## src/rtl/machine_state_dumper.sv

```systemverilog
// Post-run read-out engine: streams every register, then a window of data-memory words, over a valid/ready channel.
// Registers take 2 cycles/word, memory words 3 cycles/word; outValid and the word are held while outReady is low.
module machine_state_dumper #(
  parameter int          NUM_REGS  = 32,
  parameter int          MEM_WORDS = 64,
  parameter logic [31:0] MEM_BASE  = 32'h0
) (
  input  logic        clk,
  input  logic        resetN,
  input  logic        start,
  input  logic        abort,
  output logic        holdCpu,
  output logic        busy,
  output logic        done,
  output logic [4:0]  dbgRegAddr,
  input  logic [31:0] dbgRegData,
  output logic [31:0] dbgMemAddr,
  output logic        dbgMemRead,
  input  logic [31:0] dbgMemData,
  output logic        outValid,
  input  logic        outReady,
  output logic [31:0] outData,
  output logic        outIsMem,
  output logic [7:0]  outIndex
);

  typedef enum logic [2:0] {
    IDLE,
    REG_FETCH,
    REG_OUT,
    MEM_ADDR,
    MEM_CAPTURE,
    MEM_OUT,
    DONE
  } state_e;

  localparam logic [7:0] REG_LAST = 8'(NUM_REGS - 1);
  localparam logic [7:0] MEM_LAST = (MEM_WORDS > 0) ? 8'(MEM_WORDS - 1) : 8'd0;

  state_e      state_q;
  logic [7:0]  idx_q;
  logic        hold_q;
  logic        busy_q;
  logic        done_q;
  logic [4:0]  reg_addr_q;
  logic [31:0] mem_addr_q;
  logic        mem_rd_q;
  logic        out_vld_q;
  logic [31:0] out_dat_q;
  logic        out_is_mem_q;
  logic [7:0]  out_idx_q;

  logic [7:0]  idx_inc_d;
  logic [31:0] mem_addr_inc_d;

  assign idx_inc_d      = idx_q + 8'd1;
  // Byte address of the next memory word; wraps modulo 2^32.
  assign mem_addr_inc_d = MEM_BASE + {22'd0, idx_inc_d, 2'b00};

  always_ff @(posedge clk or negedge resetN) begin
    if (!resetN) begin
      state_q      <= IDLE;
      idx_q        <= 8'd0;
      hold_q       <= 1'b0;
      busy_q       <= 1'b0;
      done_q       <= 1'b0;
      reg_addr_q   <= 5'd0;
      mem_addr_q   <= 32'd0;
      mem_rd_q     <= 1'b0;
      out_vld_q    <= 1'b0;
      out_dat_q    <= 32'd0;
      out_is_mem_q <= 1'b0;
      out_idx_q    <= 8'd0;
    end else if (abort) begin
      state_q    <= IDLE;
      idx_q      <= 8'd0;
      hold_q     <= 1'b0;
      busy_q     <= 1'b0;
      done_q     <= 1'b0;
      reg_addr_q <= 5'd0;
      mem_addr_q <= 32'd0;
      mem_rd_q   <= 1'b0;
      out_vld_q  <= 1'b0;
    end else begin
      case (state_q)
        IDLE: begin
          if (start) begin
            state_q    <= REG_FETCH;
            idx_q      <= 8'd0;
            reg_addr_q <= 5'd0;
            hold_q     <= 1'b1;
            busy_q     <= 1'b1;
          end
        end
        REG_FETCH: begin
          out_dat_q    <= dbgRegData;
          out_is_mem_q <= 1'b0;
          out_idx_q    <= idx_q;
          out_vld_q    <= 1'b1;
          state_q      <= REG_OUT;
        end
        REG_OUT: begin
          if (outReady) begin
            out_vld_q <= 1'b0;
            if (idx_q == REG_LAST) begin
              idx_q      <= 8'd0;
              reg_addr_q <= 5'd0;
              if (MEM_WORDS > 0) begin
                mem_addr_q <= MEM_BASE;
                mem_rd_q   <= 1'b1;
                state_q    <= MEM_ADDR;
              end else begin
                done_q  <= 1'b1;
                state_q <= DONE;
              end
            end else begin
              idx_q      <= idx_inc_d;
              reg_addr_q <= idx_inc_d[4:0];
              state_q    <= REG_FETCH;
            end
          end
        end
        MEM_ADDR: begin
          state_q <= MEM_CAPTURE;
        end
        MEM_CAPTURE: begin
          out_dat_q    <= dbgMemData;
          out_is_mem_q <= 1'b1;
          out_idx_q    <= idx_q;
          out_vld_q    <= 1'b1;
          mem_rd_q     <= 1'b0;
          state_q      <= MEM_OUT;
        end
        MEM_OUT: begin
          if (outReady) begin
            out_vld_q <= 1'b0;
            if (idx_q == MEM_LAST) begin
              idx_q      <= 8'd0;
              mem_addr_q <= 32'd0;
              done_q     <= 1'b1;
              state_q    <= DONE;
            end else begin
              idx_q      <= idx_inc_d;
              mem_addr_q <= mem_addr_inc_d;
              mem_rd_q   <= 1'b1;
              state_q    <= MEM_ADDR;
            end
          end
        end
        DONE: begin
          done_q  <= 1'b0;
          hold_q  <= 1'b0;
          busy_q  <= 1'b0;
          state_q <= IDLE;
        end
        default: begin
          state_q <= IDLE;
        end
      endcase
    end
  end

  assign holdCpu    = hold_q;
  assign busy       = busy_q;
  assign done       = done_q;
  assign dbgRegAddr = reg_addr_q;
  assign dbgMemAddr = mem_addr_q;
  assign dbgMemRead = mem_rd_q;
  assign outValid   = out_vld_q;
  assign outData    = out_dat_q;
  assign outIsMem   = out_is_mem_q;
  assign outIndex   = out_idx_q;

endmodule

```

## config.mk

```make
export PLATFORM = sky130hd
export DESIGN_NAME = machine_state_dumper
export DESIGN_NICKNAME = d
export VERILOG_FILES = /design/src/rtl/machine_state_dumper.sv
export SDC_FILE = /design/constraint.sdc
export NUM_CORES = 1
export LEC_CHECK = 0
export BUFFER_PORTS_ARGS = -buffer_cell sky130_fd_sc_hd__buf_4
export CORE_AREA = 4 4 116 74
export CTS_CLUSTER_SIZE = 10
export DETAILED_ROUTE_END_ITERATION = 8
export DIE_AREA = 0 0 120 78
export HOLD_SLACK_MARGIN = 0.06
export PLACE_DENSITY = 0.83
export SKIP_LAST_GASP = 1
export SLEW_MARGIN = 40
export SYNTH_ARGS = -nofsm -noshare
export SYNTH_HDL_FRONTEND = slang
export SYNTH_SLANG_ARGS = --single-unit
```

## constraint.sdc

```tcl
create_clock -name clk -period 6.1 [get_ports clk]
set_input_delay 0.915 -clock clk [delete_from_list [all_inputs] [get_ports clk]]
set_output_delay 0.915 -clock clk [all_outputs]
set_load 0.1 [all_outputs]
```

==> impl_metrics.env <==
export IMPL_outcome="finished, final reports clean"
export IMPL_cts_setup_buffers=0
export IMPL_fin_worst_skew_ps=4.31
export IMPL_cpPeakStageDelay_ps=650
export IMPL_antenna_left=0
export IMPL_final_setup_worst_slack_ps=3860
export IMPL_endpoint_kind="flip-flop"
export IMPL_drtPass1Iterations=4
export IMPL_sw_frac_of_total_pct=52.0
export IMPL_clk_pin_slew_ps=50
export IMPL_synth_top_area_share_pct=47.5
export IMPL_finalNetCount=535
export IMPL_p_switching_w=0.00118
export IMPL_ys_types=58
export IMPL_worstMarginPinSlew_ps=743
export IMPL_async_flop_share_pct=100
export IMPL_antenna_found_initial=0
export IMPL_vias_per_cell=4.98
export IMPL_dpl_worst_slack_ps=3560
export IMPL_whs_endpoint="outData[16]$_DFFE_PN0P_"
export IMPL_worstPathArrival_ps=2480
export IMPL_hold_start="outData[16]$_DFFE_PN0P_"
export IMPL_pwr_share_comb_pct=50.1
export IMPL_die_area_sq_um=9360
export IMPL_synthCells=349
export IMPL_dr_first_iter_drc_count=126
export IMPL_rsz0062_at_grt="no"
export IMPL_yosys_warnings=0
export IMPL_clk_path_buf_depth=2
export IMPL_clkPwrFrac_pct=22.5
export IMPL_rr_worst_depth=5
export IMPL_timing_rr_end="idx_q[2]$_DFFE_PN0P_"
export IMPL_grt_max_degree=75
export IMPL_synth_area_sq_um=3630
export IMPL_grt_overflow=0
export IMPL_cts_buffers=9
export IMPL_clkLatencyLatePin_ps=320
export IMPL_grt_util_all_layers_pct=18.8
export IMPL_numPortBuffers=127
export IMPL_synth_most_common_cell="dfrtp_1"
export IMPL_ir_drop_uv=379
export IMPL_wire_per_inst_um=15.2
export IMPL_power_density_nw_per_um2=468
export IMPL_period_share_pct=36.7
export IMPL_place_gp_congestion=0.826
export IMPL_max_freq_ghz=0.446
export IMPL_r2r_slack_ps=3860
export IMPL_maxCapViolations=0
export IMPL_critPathMaxFanout=16
export IMPL_yosysTopAreaCell="dfrtp_1"
export IMPL_cts_resized_gates=0
export IMPL_wl_um=8810
export IMPL_timing_setup_tns_ps=0
export IMPL_worstHoldPathCells=2
export IMPL_ys_seq_elements=69
export IMPL_leakage_nw=2.29
export IMPL_yosys_top_cells_area="dfrtp_1 48%, mux2i_1 9.1%, buf_4 6.2%"
export IMPL_dieHeight_um=78
export IMPL_std_cell_rows=25
export IMPL_avgSynthCellArea_sq_um=10.4
export IMPL_grt_pass1_wl_um=14200
export IMPL_holdCritPathClass="reg2reg"
export IMPL_slew_viol_final=0
export IMPL_cts_tree="built"
export IMPL_grt_pass1_vias=2854
export IMPL_p_int_w=0.00109
export IMPL_synth_commonest_cells="69 x dfrtp_1, 52 x nand2_1, 33 x mux2i_1"
export IMPL_hold_viol=0
export IMPL_slew_headroom_pct=50.4
export IMPL_cts_sinks=69
export IMPL_seq_power_share_pct=27.4
export IMPL_hold_buffers=0
export IMPL_boundaryPins=152
export IMPL_rr_startpoint="state_q[1]$_DFFE_PN0P_"
export IMPL_critical_path_class="reg2reg"
export IMPL_cts_root_buf="clkbuf_16"
export IMPL_synth_ff_type="dfrtp_1"
export IMPL_dp_final_hpwl_um=6540
export IMPL_drive_above_1_share_pct=36.4
export IMPL_diodes=0
export IMPL_crit_required_ps=6340
export IMPL_initial_core_util_pct=47.8
export IMPL_area_delta_synth_final_pct=33.1
export IMPL_die_x_um=120
export IMPL_cts_max_level=3
export IMPL_setup_viol=0
export IMPL_vias=2878
export IMPL_fin_crit_ps=2240
export IMPL_path_cells="and3b_1 -> a221oi_2 -> buf_2 -> o211ai_4 -> o211ai_1"
export IMPL_start_kind="flip-flop"
export IMPL_synth_edf_count=0
export IMPL_drc_errors=0
export IMPL_core_area_sq_um=7600
export IMPL_slowest_stage="dfrtp_1"
export IMPL_ys_seq_area_share_pct=47.5
-- through the flow --
step                      power (W)  cell area (sq um)  instances  utilization, %  hold slack [ps]
after floorplan             0.00153               3720        372               -              500
after global placement      0.00175               4500        559            59.2              463
after detailed placement    0.00177               4540        561            59.7              472
after CTS                   0.00229               4830        577            63.6              483
after global routing        0.00235               4840        578            63.7              512
final                       0.00226               4840        578            63.7              478
-- worst max-delay path: cells and delay by family (launching register included) --
family	cells	cell delay, ps
compound gates	3	840
flops	1	650
simple gates	1	400
buf+inv	1	280
-- placed cells by master (no fill, tap or decap), drive strengths merged, types with 2 or more instances in the layout --
master and count:
a21oi 8, a221oi 3, a22oi 2, a31o 2
and2 2, buf 130, clkbuf 12, clkinv 2
conb 24, dfrtp 69, inv 5, mux2 15
mux2i 33, nand2 52, nand2b 3, nand3 6
nand3b 2, nor2 12, nor2b 2, nor3 4
nor3b 2, o2111ai 5, o211ai 2, o21a 2
o21ai 44, o31ai 2, xnor2 2, xor2 2
-- logic make-up (layout without fill, tap and decap cells) --
group,count (synthesis),in the layout,synth area share [%]
compound gates,81,81,15.6
xor+xnor,4,4,0.964
fa+ha+maj,1,1,0.344
buf+inv,53,151,9.19
flops,69,69,47.5
mux,48,48,14.5
other cells,1,24,0.103
simple gates,92,92,11.9
-- power by group through the flow --
| stage | Clock, W | Combinational, W | Sequential (W) |
|---|---|---|---|
| 5_1_grt | 0.000545 | 0.00118 | 0.000632 |
| 2_1_floorplan | 0 | 0.000195 | 0.00133 |
| 3_3_place_gp | 0 | 0.00113 | 0.000619 |
| 4_1_cts | 0.000524 | 0.00114 | 0.000621 |
| 3_5_place_dp | 0 | 0.00114 | 0.000624 |
| 6_report | 0.000509 | 0.00114 | 0.000620 |
-- worst max path at each step --
stage | slack [ps] | cells after the start | end | from
3_5_place_dp | 3560 | 5 | state_q[0]$_DFFE_PN0P_ | outReady
2_1_floorplan | 3830 | 1 | holdCpu | busy$_DFFE_PN0P_
4_1_cts | 3660 | 4 | state_q[0]$_DFFE_PN0P_ | state_q[1]$_DFFE_PN0P_
6_report | 3860 | 5 | idx_q[2]$_DFFE_PN0P_ | state_q[1]$_DFFE_PN0P_
5_1_grt | 3730 | 5 | idx_q[6]$_DFFE_PN0P_ | state_q[1]$_DFFE_PN0P_
3_3_place_gp | 3410 | 3 | outIndex[5]$_DFFE_PN0P_ | abort
-- layer usage --
layer,wire [um],up-vias,GRT usage (%)
met5,0,-,0
met4,121,0,6.40
met3,648,14,6.41
met2,4050,107,28.2
met1,3990,1344,25.5
li1,-,1413,-
-- state kept, by name, summed over array words and instances (netlist names) --
signal	flops
idx_q	8
busy	1
dbgRegAddr	5
outValid	1
outIndex	8
done	1
dbgMemRead	1
state_q	3
outData	32
outIsMem	1
dbgMemAddr	8
-- area by class of cell --
cell class                 instances  area [sq um]
clock buffer                      12           246
clock inverter                     4          47.5
fill                             635          2760
inverter                           5          18.8
multi-input combinational        250          1670
sequential                        69          1730
tap                              108           135
timing repair buffer             130           993
Power figures use the tool's default switching activity.
